File: src/rtl/bure_pkg.sv
// Shared types and helpers for the bure fetch stage.
package bure_pkg;

    localparam int unsigned IFQ_ADDR_W  = 32;
    localparam int unsigned IFQ_INSTR_W = 32;
    localparam int unsigned INSTR_BYTES = IFQ_INSTR_W / 8;

    typedef struct packed {
        logic [IFQ_INSTR_W-1:0] instr;
        logic [IFQ_ADDR_W-1:0]  addr;
    } ifq_entry_t;

    // Width of a pointer/counter able to index `depth` positions; never below 1 bit.
    function automatic int unsigned ptr_width(input int unsigned depth);
        return (depth <= 1) ? 1 : $clog2(depth);
    endfunction

endpackage

File: src/rtl/cg_sync_fifo.sv
// Synchronous FIFO with flush; push while full is accepted when a pop happens in the same cycle.
module cg_sync_fifo
    import bure_pkg::*;
#(
    parameter int unsigned WIDTH = 8,
    parameter int unsigned DEPTH = 4
) (
    input  logic                              i_clk,
    input  logic                              i_rstn,
    input  logic                              i_flush,
    input  logic                              i_push,
    input  logic [WIDTH-1:0]                  i_data,
    input  logic                              i_pop,
    output logic [WIDTH-1:0]                  o_data,
    output logic [ptr_width(DEPTH + 1)-1:0]   o_count
);

    localparam int unsigned PtrW = ptr_width(DEPTH);
    localparam int unsigned CntW = ptr_width(DEPTH + 1);
    localparam logic [PtrW-1:0] LastIdx = PtrW'(DEPTH - 1);

    logic [WIDTH-1:0] mem_q [DEPTH];
    logic [PtrW-1:0]  wr_ptr_q;
    logic [PtrW-1:0]  rd_ptr_q;
    logic [CntW-1:0]  count_q;
    logic             empty;
    logic             full;
    logic             do_push;
    logic             do_pop;

    always_comb begin
        empty   = (count_q == '0);
        full    = (count_q == CntW'(DEPTH));
        do_pop  = i_pop && !empty;
        do_push = i_push && (!full || do_pop);
    end

    always_ff @(posedge i_clk) begin
        if (!i_rstn || i_flush) begin
            wr_ptr_q <= '0;
            rd_ptr_q <= '0;
            count_q  <= '0;
        end else begin
            if (do_push) wr_ptr_q <= (wr_ptr_q == LastIdx) ? '0 : wr_ptr_q + PtrW'(1);
            if (do_pop)  rd_ptr_q <= (rd_ptr_q == LastIdx) ? '0 : rd_ptr_q + PtrW'(1);
            count_q <= count_q + CntW'(do_push) - CntW'(do_pop);
        end
    end

    // Storage is not reset; validity lives entirely in count_q.
    always_ff @(posedge i_clk) begin
        if (do_push && !i_flush) mem_q[wr_ptr_q] <= i_data;
    end

    assign o_data  = mem_q[rd_ptr_q];
    assign o_count = count_q;

endmodule

File: src/rtl/bure_stage_ifq.sv
// Instruction fetch queue: issues in-order memory reads under a credit limit and queues
// {instr, addr} pairs for decode; redirects flush the queue and discard stale responses.
module bure_stage_ifq
    import bure_pkg::*;
#(
    parameter int unsigned          ADDR_WIDTH      = IFQ_ADDR_W,
    parameter int unsigned          INSTR_WIDTH     = IFQ_INSTR_W,
    parameter int unsigned          FQ_DEPTH        = 4,
    parameter int unsigned          MAX_OUTSTANDING = 2,
    parameter logic [ADDR_WIDTH-1:0] RESET_PC       = '0
) (
    input  logic                   i_clk,
    input  logic                   i_rstn,
    input  logic                   i_redirect,
    input  logic [ADDR_WIDTH-1:0]  i_redirect_pc,
    output logic                   o_imem_raddr_valid,
    input  logic                   i_imem_raddr_ready,
    output logic [ADDR_WIDTH-1:0]  o_imem_raddr,
    input  logic                   i_imem_rdata_valid,
    output logic                   o_imem_rdata_ready,
    input  logic [INSTR_WIDTH-1:0] i_imem_rdata,
    output logic                   o_instr_valid,
    input  logic                   i_instr_ready,
    output logic [INSTR_WIDTH-1:0] o_instr,
    output logic [ADDR_WIDTH-1:0]  o_instr_addr
);

    localparam int unsigned InstrBytes = INSTR_WIDTH / 8;
    localparam int unsigned OutW       = ptr_width(MAX_OUTSTANDING + 1);
    localparam int unsigned QcW        = ptr_width(FQ_DEPTH + 1);
    localparam int unsigned EntW       = INSTR_WIDTH + ADDR_WIDTH;
    localparam logic [ADDR_WIDTH-1:0] AlignMask = ~ADDR_WIDTH'(InstrBytes - 1);
    localparam logic [ADDR_WIDTH-1:0] PcStep    = ADDR_WIDTH'(InstrBytes);

    logic [ADDR_WIDTH-1:0] pc_q;
    logic [OutW-1:0]       discard_q;
    logic [OutW-1:0]       af_count;
    logic [OutW-1:0]       outstanding;
    logic [QcW-1:0]        q_count;
    logic [ADDR_WIDTH-1:0] af_head;
    logic [EntW-1:0]       q_head;
    logic [31:0]           inflight;
    logic                  issue;
    logic                  rsp_keep;
    logic                  q_pop;

    // Discarded responses are tracked outside the address FIFO, which is flushed on redirect.
    always_comb begin
        outstanding        = af_count + discard_q;
        inflight           = 32'(outstanding) + 32'(q_count);
        o_imem_raddr_valid = i_rstn && !i_redirect && (32'(outstanding) < MAX_OUTSTANDING)
                             && (inflight < FQ_DEPTH);
        issue              = o_imem_raddr_valid && i_imem_raddr_ready;
        rsp_keep           = i_imem_rdata_valid && (discard_q == '0) && !i_redirect;
        o_instr_valid      = i_rstn && (q_count != '0);
        q_pop              = o_instr_valid && i_instr_ready && !i_redirect;
    end

    assign o_imem_raddr       = pc_q;
    assign o_imem_rdata_ready = 1'b1;
    assign o_instr            = q_head[EntW-1 -: INSTR_WIDTH];
    assign o_instr_addr       = q_head[ADDR_WIDTH-1:0];

    always_ff @(posedge i_clk) begin
        if (!i_rstn) begin
            pc_q      <= RESET_PC;
            discard_q <= '0;
        end else if (i_redirect) begin
            pc_q      <= i_redirect_pc & AlignMask;
            discard_q <= outstanding - OutW'(i_imem_rdata_valid);
        end else begin
            if (issue) pc_q <= pc_q + PcStep;
            if (i_imem_rdata_valid && (discard_q != '0)) discard_q <= discard_q - OutW'(1);
        end
    end

    always_ff @(posedge i_clk) begin
        if (i_rstn && i_imem_rdata_valid) begin
            assert (outstanding != '0)
            else $error("bure_stage_ifq: read response with no outstanding request");
        end
    end

    cg_sync_fifo #(
        .WIDTH (ADDR_WIDTH),
        .DEPTH (MAX_OUTSTANDING)
    ) u_addr_fifo (
        .i_clk   (i_clk),
        .i_rstn  (i_rstn),
        .i_flush (i_redirect),
        .i_push  (issue),
        .i_data  (pc_q),
        .i_pop   (rsp_keep),
        .o_data  (af_head),
        .o_count (af_count)
    );

    cg_sync_fifo #(
        .WIDTH (EntW),
        .DEPTH (FQ_DEPTH)
    ) u_instr_fifo (
        .i_clk   (i_clk),
        .i_rstn  (i_rstn),
        .i_flush (i_redirect),
        .i_push  (rsp_keep),
        .i_data  ({i_imem_rdata, af_head}),
        .i_pop   (q_pop),
        .o_data  (q_head),
        .o_count (q_count)
    );

endmodule

File: config.mk
export PLATFORM = sky130hd
export DESIGN_NAME = bure_stage_ifq
export DESIGN_NICKNAME = d
export VERILOG_FILES = /design/src/rtl/bure_pkg.sv /design/src/rtl/cg_sync_fifo.sv /design/src/rtl/bure_stage_ifq.sv
export SDC_FILE = /design/constraint.sdc
export NUM_CORES = 1
export LEC_CHECK = 0
export BUFFER_PORTS_ARGS = -buffer_cell sky130_fd_sc_hd__clkbuf_2
export CAP_MARGIN = 30
export CORE_UTILIZATION = 25
export DETAILED_ROUTE_END_ITERATION = 8
export PLACE_DENSITY = 0.43
export SETUP_SLACK_MARGIN = 0.15
export SYNTH_ARGS = -nofsm -noshare
export SYNTH_HDL_FRONTEND = slang
export SYNTH_SLANG_ARGS = --single-unit
File: constraint.sdc
create_clock -name i_clk -period 5.25 [get_ports i_clk]
set_input_delay 0.525 -clock i_clk [delete_from_list [all_inputs] [get_ports i_clk]]
set_output_delay 0.525 -clock i_clk [all_outputs]
set_load 0.02 [all_outputs]
==> results.py <==
metrics = {
    "cells_and_area": {
        "area_growth_pct": 22.4,
        "final_cells": 1672,
        "layout-drive-gt1-share": 0.346,
        "antenna_cells": 0,
        "final_cell_mix": "308 x edfxtp_1, 161 x clkbuf_2, 62 x mux4_2, 44 x dfxtp_1, 43 x clkbuf_16",
        "final_common_cell": "edfxtp_1",
        "layout.nets": 1027,
    },
    "synth": {
        "netlist.top_cell.by_area": "edfxtp_1",
        "synth.distinct_cells": 58,
        "synth_ff_type": "edfxtp_1",
        "ys_ff_latch": 354,
        "avgSynthCellArea_sq_um": 18.2,
        "seq_area_frac_synth": 0.739,
        "async_reset_ff_frac": 0,
        "synthCells": 758,
        "yosysWarnings": 0,
        "netlist_area_sq_um": 13800,
        "synth-edff-count": 308,
        "ys_top_cells_by_area": "edfxtp_1 67%, mux4_2 10%, dfxtp_1 6.7%, mux2_2 2.5%, ha_1 1.2%",
        "synth_top_area_share": 0.672,
    },
    "clock_tree": {
        "clockRootBuffer": "clkbuf_16",
        "post_cts_resized": 0,
        "numCtsBuffers": 41,
        "cts_setup_buffers": 0,
        "clk_path_buf_depth": 3,
        "clock_latency_ns": 0.55,
        "postCtsHoldBufs": 0,
        "clk_pin_slew_ns": 0.06,
        "cts.sinks": 354,
        "htreeDepth": 2,
        "cts_tree": "yes",
    },
    "critical_path": {
        "crit_chain": "ha_1 -> xnor3_2 -> inv_1 -> ha_1 -> nor4b_4 -> nand4_4 -> or4_1 -> or3_1 -> a31oi_1",
        "crit_family": "simple AND/OR/NAND/NOR gates",
        "crit_arrival_ns": 3.80,
        "worst-path-buf-inv": 1,
        "critPathMaxStageDelay_ns": 0.84,
        "timing.critical_path.mode_cell": "ha_1",
        "cp.required_ns": 5.73,
        "crit_type": "flop to flop",
        "end_kind": "flop",
        "slowest_stage": "or4_1",
        "critPathLaunchType": "flop",
        "worstPathMaxFanout": 28,
    },
    "run": {
        "maxCapViolCount": 0,
    },
    "floorplanning": {
        "start_util": 0.254,
        "die_width_microns": 237,
        "coreArea_sq_um": 54100,
        "num_rows": 85,
        "num_io_pins": 169,
        "die_h_microns": 237,
        "dieArea_sq_um": 56000,
    },
    "power": {
        "power_density_nw_per_um2": 377,
        "power.leakage_nw": 5.63,
        "worst_ir_drop_vdd_v": 0.000189,
    },
    "place": {
        "place_hpwl_microns": 20600,
        "io_buffers": 161,
        "dp.cells": 1596,
        "globalplace.congestion": 0.700,
    },
    "route": {
        "viasPerCell": 4.46,
        "wl_microns": 33500,
        "drt_pass1_iterations": 4,
        "drc": 0,
        "vias": 7456,
        "detail-route-antenna-nets": 0,
        "routedWlPerCell_microns": 20.0,
        "initialDrtViolationCount": 469,
    },
    "hold_path": {
        "hold_path_class": "input pin to flop",
    },
    "run_status": {
        "status": "finished, final reports clean",
    },
    "sta": {
        "rsz0062_at_grt": "no",
        "hold_violations": 0,
        "finalCritPeriodShare": 0.633,
        "max_freq_mhz": 301,
        "layout_min_cycle_time_ns": 3.32,
        "tns_ns": 0,
        "finalClockSkew_ns": 0.0151,
        "setup_violations": 0,
        "slew_headroom": 0.310,
        "slew_violations": 0,
        "worst_pin_slew_ns": 1.03,
    },
    "global_routing": {
        "grt_max_degree": 43,
        "antenna_found_initial": 0,
        "grt-ovfl-total": 0,
        "track_usage": 0.121,
        "grt_pass1_wl_microns": 50100,
        "grt_pass1_vias": 7718,
    },
}
-- stage by stage --
| stage | setup slack, ns | utilization | hold slack [ns] | power [mW] | instance area [sq um] |
|---|---|---|---|---|---|
| after floorplan | 1.61 | - | 0.463 | 3.39 | 13800 |
| after detailed placement | 1.72 | 0.286 | 0.500 | 3.54 | 15500 |
| after global routing | 1.72 | 0.311 | 0.176 | 6.58 | 16800 |
| after CTS | 1.88 | 0.311 | 0.145 | 6.46 | 16800 |
| after global placement | 1.76 | 0.286 | 0.499 | 3.53 | 15500 |
| final | 1.93 | 0.311 | 0.190 | 6.34 | 16800 |
-- kinds of logic (layout without fill, tap and decap cells) --
kind of cell | Yosys count | after routing | synth area share
buf+inv | 56 | 271 | 0.0170
simple gates | 142 | 142 | 0.0537
mux | 98 | 98 | 0.131
xor+xnor | 10 | 10 | 0.00746
fa+ha+maj | 14 | 14 | 0.0133
flops | 354 | 354 | 0.739
compound gates | 82 | 82 | 0.0383
other cells | 2 | 5 | 0.000546
-- power breakdown --
group | switching (mW) | internal (mW)
registers | 0.0488 | 3.11
clock network | 1.12 | 1.75
logic | 0.196 | 0.115
-- per-layer routing --
layer | part of all wire | GRT usage
met1 | 0.46 | 0.161
met2 | 0.47 | 0.194
met3 | 0.049 | 0.0259
met4 | 0.022 | 0.0407
met5 | 0 | 0
-- worst paths after layout --
check             cells after the start  slack (ns)                              start                                  end
setup reg to reg                      9        1.93          discard_q[0]$_SDFFE_PN0P_        o_imem_raddr[30]$_SDFFE_PN0P_
setup / recovery                      9        1.93          discard_q[0]$_SDFFE_PN0P_        o_imem_raddr[30]$_SDFFE_PN0P_
hold / removal                        1        0.19                    i_imem_rdata[5]  u_instr_fifo.mem_q[0][37]$_DFFE_PP_
hold reg to reg                       2        0.52  u_addr_fifo.rd_ptr_q$_SDFFE_PP0P_    u_addr_fifo.rd_ptr_q$_SDFFE_PP0P_
-- registers in the layout (all words and copies together), names as in the netlist, 2 cells and up, named ones only --
| register | flops |
|---|---|
| u_instr_fifo.mem_q | 248 |
| u_addr_fifo.mem_q | 60 |
| o_imem_raddr | 30 |
| u_instr_fifo.o_count | 3 |
| discard_q | 2 |
| u_addr_fifo.o_count | 2 |
| u_instr_fifo.rd_ptr_q | 2 |
| u_instr_fifo.wr_ptr_q | 2 |
-- Yosys cell counts, types with 4 or more instances --
library cell,count
buf_4,5
and4_1,4
o211ai_1,5
o21ai_0,6
and3_1,4
clkbuf_1,22
a31oi_1,9
inv_1,16
nand4_1,12
and2_1,10
ha_1,13
mux4_2,62
or3_1,7
buf_1,7
o21ai_1,10
mux2i_1,4
nor3_1,8
xnor2_1,6
nand2_1,34
nor2_1,37
a21oi_1,25
mux2_2,30
a211oi_1,4
nand3_1,13
dfxtp_1,46
edfxtp_1,308
buf_2,4
-- cell type report --
type / instances / area, sq um
Multi-Input combinational cell: 351 / 3390
Clock buffer: 59 / 1140
Fill cell: 5320 / 37300
Inverter: 18 / 67.6
Tap cell: 696 / 871
Clock inverter: 17 / 215
Sequential cell: 354 / 10200
Timing Repair Buffer: 177 / 976
No activity file was read; power rests on OpenSTA's default activity.
